$ cat config.mk
export PLATFORM = sky130hd
export DESIGN_NAME = spi_slave_phy
export DESIGN_NICKNAME = d
export VERILOG_FILES = /design/src/rtl/spi_slave_phy.sv
export SDC_FILE = /design/constraint.sdc
export NUM_CORES = 1
export LEC_CHECK = 0
export ABC_AREA = 1
export CELL_PAD_IN_SITES_DETAIL_PLACEMENT = 1
export CELL_PAD_IN_SITES_GLOBAL_PLACEMENT = 1
export CORE_AREA = 8 8 96 98
export DETAILED_ROUTE_END_ITERATION = 16
export DIE_AREA = 0 0 104 106
export DONT_BUFFER_PORTS = 1
export GPL_ROUTABILITY_DRIVEN = 0
export PLACE_DENSITY_LB_ADDON = 0.2
export SLEW_MARGIN = 40
export SYNTH_ARGS = -nofsm -noshare
export SYNTH_HDL_FRONTEND = slang
export SYNTH_SLANG_ARGS = --single-unit
$ cat constraint.sdc
create_clock -name clk -period 2.29 [get_ports clk]
set_clock_uncertainty 0.2 [all_clocks]
set_input_delay 0.687 -clock clk [delete_from_list [all_inputs] [get_ports clk]]
set_output_delay 0.687 -clock clk [all_outputs]
set_load 0.02 [all_outputs]
$ cat src/rtl/spi_slave_phy.sv
// SPI mode-0 slave front end: oversampled SCK/CS_N/MOSI, 16-bit MSB-first frames in and out.
// rx strobe 1 clk after the synchronised final SCK rise; no backpressure, faults pulse spi_clk_error and drop the frame.
module spi_slave_phy #(
  parameter int FRAME_BITS = 16,
  parameter int MIN_PHASE  = 3,
  parameter int PH_CNT_W   = 4
) (
  input  logic                  clk,
  input  logic                  rst_n,
  input  logic                  i_spi_cs_n,
  input  logic                  i_spi_sck,
  input  logic                  i_spi_mosi,
  output logic                  o_spi_miso,
  output logic                  o_spi_miso_oe,
  output logic                  o_rx_data_ready,
  output logic [FRAME_BITS-1:0] o_rx_data,
  input  logic                  i_tx_data_ready,
  input  logic [FRAME_BITS-1:0] i_tx_data,
  output logic                  o_spi_clk_error
);

  localparam int                BC_W     = $clog2(FRAME_BITS);
  localparam logic [BC_W-1:0]   LAST_BIT = BC_W'(FRAME_BITS - 1);
  localparam logic [PH_CNT_W-1:0] PH_MIN = PH_CNT_W'(MIN_PHASE - 1);

  logic [2:0]            r_sck_s;
  logic [2:0]            r_cs_s;
  logic [1:0]            r_mosi_s;
  logic [1:0]            r_sync_ok;
  logic                  r_abort;
  logic                  r_armed;
  logic [BC_W-1:0]       r_bit_cnt;
  logic [PH_CNT_W-1:0]   r_ph_cnt;
  logic [FRAME_BITS-1:0] r_rx_shift;
  logic [FRAME_BITS-1:0] r_tx_hold;
  logic [FRAME_BITS-1:0] r_tx_shift;

  logic w_sck_rise, w_sck_fall, w_sck_edge;
  logic w_cs_n, w_cs_fall, w_mosi, w_active;
  logic w_f1, w_f2, w_f3, w_fault;
  logic w_rx_take, w_frame_end;

  always_ff @(posedge clk or negedge rst_n) begin
    if (!rst_n) begin
      r_sck_s   <= 3'b000;
      r_cs_s    <= 3'b111;
      r_mosi_s  <= 2'b00;
      r_sync_ok <= 2'b00;
    end else begin
      r_sck_s   <= {r_sck_s[1:0], i_spi_sck};
      r_cs_s    <= {r_cs_s[1:0], i_spi_cs_n};
      r_mosi_s  <= {r_mosi_s[0], i_spi_mosi};
      r_sync_ok <= {r_sync_ok[0], 1'b1};
    end
  end

  assign w_sck_rise = r_sck_s[1] & ~r_sck_s[2];
  assign w_sck_fall = ~r_sck_s[1] & r_sck_s[2];
  assign w_sck_edge = w_sck_rise | w_sck_fall;
  assign w_cs_n     = r_cs_s[1];
  assign w_cs_fall  = r_cs_s[2] & ~r_cs_s[1];
  assign w_mosi     = r_mosi_s[1];
  assign w_active   = ~w_cs_n & ~r_abort;

  // bit_cnt is only ever non-zero in a live frame, so F1 fires once per partial frame
  assign w_f1    = w_cs_n & (r_bit_cnt != '0);
  assign w_f2    = w_active & r_armed & w_sck_edge & (r_ph_cnt < PH_MIN);
  assign w_f3    = ~r_abort & w_cs_fall & w_sck_rise;
  assign w_fault = w_f1 | w_f2 | w_f3;

  assign w_rx_take   = w_active & w_sck_rise & ~w_fault;
  assign w_frame_end = w_rx_take & (r_bit_cnt == LAST_BIT);

  always_ff @(posedge clk or negedge rst_n) begin
    if (!rst_n) begin
      r_abort         <= 1'b1;
      r_armed         <= 1'b0;
      r_bit_cnt       <= '0;
      r_ph_cnt        <= '0;
      r_rx_shift      <= '0;
      o_rx_data       <= '0;
      o_rx_data_ready <= 1'b0;
      o_spi_clk_error <= 1'b0;
      o_spi_miso_oe   <= 1'b0;
    end else begin
      o_spi_clk_error <= w_fault;
      o_rx_data_ready <= w_frame_end;
      o_spi_miso_oe   <= ~w_cs_n;

      // sync_ok keeps the reset value of the cs_n synchroniser from releasing abort
      if (w_fault)
        r_abort <= 1'b1;
      else if (w_cs_n && r_sync_ok[1])
        r_abort <= 1'b0;

      if (w_fault || !w_active)
        r_armed <= 1'b0;
      else if (w_sck_rise)
        r_armed <= 1'b1;

      if (w_sck_edge)
        r_ph_cnt <= '0;
      else if (r_ph_cnt != '1)
        r_ph_cnt <= r_ph_cnt + 1'b1;

      if (w_fault || w_cs_n)
        r_bit_cnt <= '0;
      else if (w_rx_take)
        r_bit_cnt <= w_frame_end ? '0 : r_bit_cnt + 1'b1;

      if (w_rx_take)
        r_rx_shift <= {r_rx_shift[FRAME_BITS-2:0], w_mosi};

      if (w_frame_end)
        o_rx_data <= {r_rx_shift[FRAME_BITS-2:0], w_mosi};
    end
  end

  always_ff @(posedge clk or negedge rst_n) begin
    if (!rst_n) begin
      r_tx_hold  <= '0;
      r_tx_shift <= '0;
      o_spi_miso <= 1'b0;
    end else begin
      if (i_tx_data_ready)
        r_tx_hold <= i_tx_data;
      else if (w_frame_end)
        r_tx_hold <= '0;

      // between frames the shifter follows tx_hold so bit 15 is on MISO before the first rise
      if (w_cs_n) begin
        r_tx_shift <= r_tx_hold;
        o_spi_miso <= 1'b0;
      end else if (r_bit_cnt == '0) begin
        r_tx_shift <= r_tx_hold;
        o_spi_miso <= r_tx_hold[FRAME_BITS-1];
      end else if (w_sck_fall && w_active) begin
        r_tx_shift <= {r_tx_shift[FRAME_BITS-2:0], 1'b0};
        o_spi_miso <= r_tx_shift[FRAME_BITS-2];
      end
    end
  end

endmodule

==> results.md, run 1 <==
* Clk root buf: clkbuf_8
* Final #Nets at approximately 400
* Logic gate share of total power at a little under a tenth
* Share of power burned in registers at 59.0%
* Mapped Cells at between 300 and 400
* Sequential fraction of the synthesis area at between 60% and 70%
* Avg WL per Cell at approximately 16 um
* DRC at 0
* Post-route clock period utilization at about 88%
* Yosys reg bits at between 80 and 90
* N_diodes at 0
* Cell-internal power at ~2.2 mW
* Synthesized Nets at ~380
* CTS tree: built
* Yosys warnings at 0
* P_sw at slightly above 0.8 mW
* Post-synthesis cell type count at 31
* Number of clock sinks at between 80 and 90
* Total routed wirelength at 7.51 mm
* PortBufs at 0
* Unrepaired setup endpoints after global routing: no
* Post-CTS sizing at 0
* Clk buf depth at 2
* Crit path cell chain: inv_1 > ha_1 > nor2_1 > nand2_1 > nor2_4 > nor2_4 > nand3b_4 > buf_12 > nand2_1 > o21ai_0
* Share of the synthesized area in the top cell type at around 58%
* CP arrival at just over 2 ns
* Pin count of the biggest net entering global routing at 87
* CP peak stage delay at ~0.37 ns
* CP top delay family: simple AND/OR/NAND/NOR gates
* Final setup fails at 0
* Setup_tns at 0 ns
* First-pass GRT wire length at ~13 mm
* Placeable core area at between 7000 and 8000 sq um
* Placement row count at 33
* Reg-to-reg slack, setup at between 0.2 and 0.3 ns
* Pins Over Slew Limit at 0
* CP Class: register to register
* Die area at roughly 11000 sq um
* Total Routing Usage GR at between 10% and 20%
* Top post-synthesis cells by area: dfrtp_1, nand2_1, o21ai_0, inv_1, nand3_1
* Clk pwr share at about a third
* Sw Ratio at 27.5%
* Leak at between 1.5 and 2 nW
* HPWL Detailed at between 5 and 6 mm
* CP startpoint kind: register
* Crit path buffers/inverters at 2
* Clock Latency Late Sink at ~0.35 ns
* Final antenna-violating net count at 0
* HP Class: primary input to async pin
* Worst hold margin at -0.173 ns
* CP Data Required Time at 2.32 ns
* Number of global-route vias before repair at 2618
* Chip Height at about 110 um
* Failing checks: negative hold slack
* Initial antenna violation count at 0
* Fill cell count at 900
* Final Util at between 40% and 50%
* Vias at between 2000 and 2500
* MaxCap Viol Count at 0
* Synthesized cell area at 3560 sq um
* Area grow syn2layout at 9.92%
* Outcome: finished, violations left
* DRT Pass-1 Iters at 6
* Pre-CTS setup slack at between 0.1 and 0.15 ns
* Die W at approximately 100 um
* Fraction of layout cells with a size suffix above 1 at 15.4%
* Initial cell density of the core at a little under half
* Final worst slack at around 0.27 ns
* VDD IR max at 352 uV
* Mean post-synth cell area at roughly 10 sq um
* Pwr Density at around 770 nW/um^2
* Num CTS Buffers at 9
* Vias per inst at between 5 and 6
* CTS H-Tree Depth at 3
* Crit. End Element: register
* Final worst path period need at a little over 2 ns
* I/O pin count at 42
* Final Hold Fails at 85
* Iter 0 DRT Violations at between 80 and 90
* CP max-delay cell: dfrtp_1
* Clock Pin Slew Worst Setup and Hold Paths at 0.09 ns
* Gr ovfl total at 0
* Dominant cell type by area after synthesis: dfrtp_1
* Fmax at roughly 500 MHz
* CP max FO at 21
## power groups by stage
stage,logic (mW),registers [mW],clock network (mW)
floorplan,0.211,1.77,0
global placement,0.263,1.79,0
detailed placement,0.275,1.80,0
CTS,0.279,1.77,0.997
global route,0.319,1.78,1.05
finish,0.272,1.76,0.955
## kinds of logic (layout without fill, tap and decap cells)
| family | Yosys count | count (layout) | synth area share [%] |
|---|---|---|---|
| simple gates | 152 | 152 | 20.6 |
| buf+inv | 53 | 68 | 6.83 |
| other cells | 1 | 1 | 0.105 |
| flops | 86 | 86 | 60.7 |
| xor+xnor | 2 | 2 | 0.493 |
| compound gates | 57 | 57 | 9.54 |
| fa+ha+maj | 5 | 5 | 1.76 |
## layout make-up
type,count,area (sq um),share of cell area [%]
clock buffers,9,124,3.17
clock inverters,7,50.0,1.28
inverters,40,150,3.84
multi-input cells,217,1160,29.6
flip-flops and latches,86,2160,55.2
well taps,105,131,3.36
repair buffers,12,140,3.59
## layer usage
metal / wire length, um / global-route usage, % / up-vias / part of all wire (%)
li1: - / - / 1165 / -
met3: 284 / 3.99 / 12 / 3.8
met1: 3230 / 16.7 / 1198 / 43
met4: 203 / 7.65 / 0 / 2.7
met2: 3790 / 24.2 / 29 / 51
met5: 0 / 0 / - / 0
## per-stage QoR
stage / instances / power (mW) / cell area, sq um
4_1_cts: 472 / 3.04 / 3870
6_report: 476 / 2.99 / 3910
5_1_grt: 476 / 3.15 / 3910
3_3_place_gp: 456 / 2.05 / 3690
3_5_place_dp: 456 / 2.07 / 3690
2_1_floorplan: 356 / 1.98 / 3560
## synth_stat cells
master	instances
clkbuf_1	3
nand2_2	2
nand4_1	1
dfstp_2	4
clkbuf_2	1
conb_1	1
o311ai_0	6
inv_1	38
o21ai_1	1
buf_4	2
nand3b_4	1
o21ai_0	35
ha_1	5
nor3_1	1
nand3_2	11
a21oi_1	4
xor2_1	2
nor3_4	1
buf_2	4
buf_6	1
inv_2	2
dfrtp_1	82
nor2_2	2
o21ai_2	3
o31ai_1	1
nor2_1	6
nor2_4	3
buf_8	2
nand3_1	23
o211ai_1	7
nand2_1	101
## layout by cell type, fill, tap and decap left out, types with 3 or more instances in the layout
cell	count
nand3_2	11
nor2_1	6
dfrtp_1	82
dfstp_2	4
o311ai_0	6
clkbuf_8	9
o21ai_0	35
nand3_1	23
nand2_1	101
a21oi_1	4
o21ai_2	3
clkinv_2	3
o211ai_1	7
buf_12	4
nor2_4	3
inv_1	38
buf_4	8
clkinv_4	3
ha_1	5
## worst reg2reg max path, stage by stage, from the launching register on
cell	delay (ns)
dfrtp_1	0.37
inv_1	0.06
ha_1	0.36
nor2_1	0.07
nand2_1	0.12
nor2_4	0.06
nor2_4	0.15
nand3b_4	0.16
buf_12	0.20
nand2_1	0.06
o21ai_0	0.09
## path summary, 6_finish.rpt
check | cells after the start | startpoint | to
min | 0 | rst_n | r_tx_hold[9]
min reg2reg | 0 | r_sync_ok[0] | r_sync_ok[1]
max | 10 | r_sck_s[1] | o_rx_data[4]
max reg2reg | 10 | r_sck_s[1] | o_rx_data[4]
min in group clk | 0 | i_spi_cs_n | r_cs_s[0]
max in group asynchronous | 0 | rst_n | r_abort
## registers in the layout, summed over array words and instances, names as in the netlist, 3 cells and up
signal / cells
r_cs_s: 3
r_tx_shift: 15
r_tx_hold: 16
o_rx_data: 16
r_sck_s: 3
r_rx_shift: 15
r_ph_cnt: 4
r_bit_cnt: 4
## what timing repair did
action	in CTS	in global routing
endpoints found under the setup margin	0	13
buffers inserted	0	4
endpoints found under the hold margin	86	86
Note: power is estimated with default switching activity, not from simulation.
==> inputs of run 2 (changes only) <==
- MAX_ROUTING_LAYER: unset -> met4
==> run 2 against run 1 <==
Net effect:
- the run still ends with negative hold slack left
- clock power hardly changed
- sequential share of layout area is 0.11 points lower
- critical path depth stayed put
- combinational power hardly changed
- sequential cell count stayed put
- highest routed layer unchanged
- register-to-register slack worse by 0.02 ns
- critical path type unchanged
- largest power group unchanged
- cell count is 0.21% higher
- global-route usage is 0.44 points higher
==> results.md, run 2 (synthesis results as in run 1) <==
* Post-route clock period utilization at 88.8% (+0.72 points)
* Chip Height at 106 um (unchanged)
* Initial antenna violation count at 0 (unchanged)
* DRC at 0 (unchanged)
* Pins Over Slew Limit at 0 (unchanged)
* CP startpoint: r_sck_s[1]
* CP startpoint kind: register
* CTS H-Tree Depth at 3 (unchanged)
* Total routed wirelength at 7.48 mm (-0.44%)
* Placement row count at 33 (unchanged)
* DRT Pass-1 Iters at 6 (unchanged)
* Outcome: finished, violations left
* Clock Pin Slew Worst Setup and Hold Paths at 0.09 ns (about the same)
* CP max-delay cell: dfrtp_1
* Pwr Density at 764 nW/um^2 (-0.14%)
* Fraction of layout cells with a size suffix above 1 at 15.6% (+0.23 points)
* N_diodes at 0 (unchanged)
* CP max FO at 21 (unchanged)
* Pin count of the biggest net entering global routing at 87 (unchanged)
* Clock Latency Late Sink at 0.35 ns (about the same)
* Failing checks: negative hold slack
* Crit path buffers/inverters at 2 (unchanged)
* I/O pin count at 42 (unchanged)
* Non-Filler Instances at 477 (+0.21%)
* Initial cell density of the core at 45.3% (unchanged)
* Leak at 1.89 nW (+0.22%)
* Placed Cells incl. Taps at 456 (unchanged)
* Clk root buf: clkbuf_8
* CP Class: register to register
* Unrepaired setup endpoints after global routing: no
* PortBufs at 0 (unchanged)
* CP Data Required Time at 2.32 ns (about the same)
* Number of global-route vias before repair at 2609 (-0.34%)
* Total Routing Usage GR at 14.9% (+0.44 points)
* MaxCap Viol Count at 0 (unchanged)
* Vias per inst at 5.07 (+0.45%)
* Final antenna-violating net count at 0 (unchanged)
* Placeable core area at 7850 sq um (unchanged)
* CP top delay family: simple AND/OR/NAND/NOR gates
* Commonest non-fill, non-tap cells in the layout: nand2_1, dfrtp_1, inv_1, o21ai_0, nand3_1
* Area grow syn2layout at 10.1%
* Iter 0 DRT Violations at 76 (-8.4%)
* Number of clock sinks at 86 (unchanged)
* Crit. End Element: register
* CP peak stage delay at 0.38 ns (about the same)
* CTS tree: built
* CP arrival at 2.07 ns (+0.02 ns)
* Final setup fails at 0 (unchanged)
* Die area at 11000 sq um (unchanged)
* Num CTS Buffers at 9 (unchanged)
* Worst hold margin at -0.180 ns (-0.00637 ns)
* Vias at 2420 (+0.67%)
* Final worst path period need at 2.03 ns (+0.0166 ns)
* Setup_tns at 0 ns (unchanged)
* Final Hold Fails at 86 (+1.2%)
* Fmax at 492 MHz (-0.82%)
* Die W at 104 um (unchanged)
* Worst R2R Start: r_sck_s[1]
* Final #Nets at 394 (+0.25%)
* Most common cell after layout, fill and taps aside: nand2_1
* HP Class: primary input to async pin
* Clk buf depth at 2 (unchanged)
* Crit path cell chain: inv_1 > ha_1 > nor2_1 > nand2_1 > nor2_4 > nor2_4 > nand3b_4 > buf_12 > nand2_1 > o21ai_0
* Top Registers: o_rx_data x16, r_tx_hold x16
* VDD IR max at 351 uV (-0.11%)
* Avg WL per Cell at 15.7 um (-0.65%)
* First-pass GRT wire length at 12.9 mm (+0.11%)
* Post-CTS sizing at 0 (unchanged)
* Gr ovfl total at 0 (unchanged)
* HPWL Detailed at 5.16 mm (unchanged)
## run 2: metal layers
metal | share of wire (%) | up-vias | track usage, %
met5 | 0 | - | -
met4 | 2.4 | 0 | 6.41
met3 | 3.7 | 14 | 4.48
met2 | 50 | 31 | 24.2
met1 | 43 | 1207 | 16.9
li1 | - | 1168 | -
## run 2: path summary, 6_finish.rpt
path	slack (ns)	cells after the start	to
worst max-delay path	0.26	10	o_rx_data[4]
worst min-delay path	-0.18	0	r_tx_shift[0]
worst max register to register	0.26	10	o_rx_data[4]
worst min register to register	0.15	0	r_sync_ok[1]
max in group asynchronous	1.88	0	r_abort
min in group clk	0.13	0	r_cs_s[0]
## run 2: through the flow
stage                     instance area (sq um)  power, mW  worst slack [ns]  utilization [%]
after CTS                                  3870       3.04             0.108             49.3
after floorplan                            3560       1.98             0.441                -
after global placement                     3690       2.05             0.222             47.1
after detailed placement                   3690       2.07             0.105             47.1
after global routing                       3920       3.15            0.0641             49.9
final                                      3920       2.99             0.256             49.9
## run 2: power breakdown
| group | switching (mW) | internal (mW) |
|---|---|---|
| logic | 0.170 | 0.103 |
| registers | 0.0957 | 1.67 |
| clock network | 0.558 | 0.398 |
## run 2: cell type report
class,instances,area (sq um)
Fill cell,898,3930
Clock inverter,7,50.0
Tap cell,105,131
Inverter,40,150
Sequential cell,86,2160
Clock buffer,9,124
Multi-Input combinational cell,217,1160
Timing Repair Buffer,13,148
## run 2: worst reg2reg max path, cell delays in order (launching register included)
cell,delay [ns]
dfrtp_1,0.38
inv_1,0.06
ha_1,0.36
nor2_1,0.07
nand2_1,0.12
nor2_4,0.06
nor2_4,0.15
nand3b_4,0.17
buf_12,0.20
nand2_1,0.06
o21ai_0,0.09
## run 2: timing repair
| action | in CTS | in global routing |
|---|---|---|
| endpoints found under the hold margin | 86 | 86 |
| setup buffers | 0 | 5 |
| endpoints found under the setup margin | 0 | 14 |
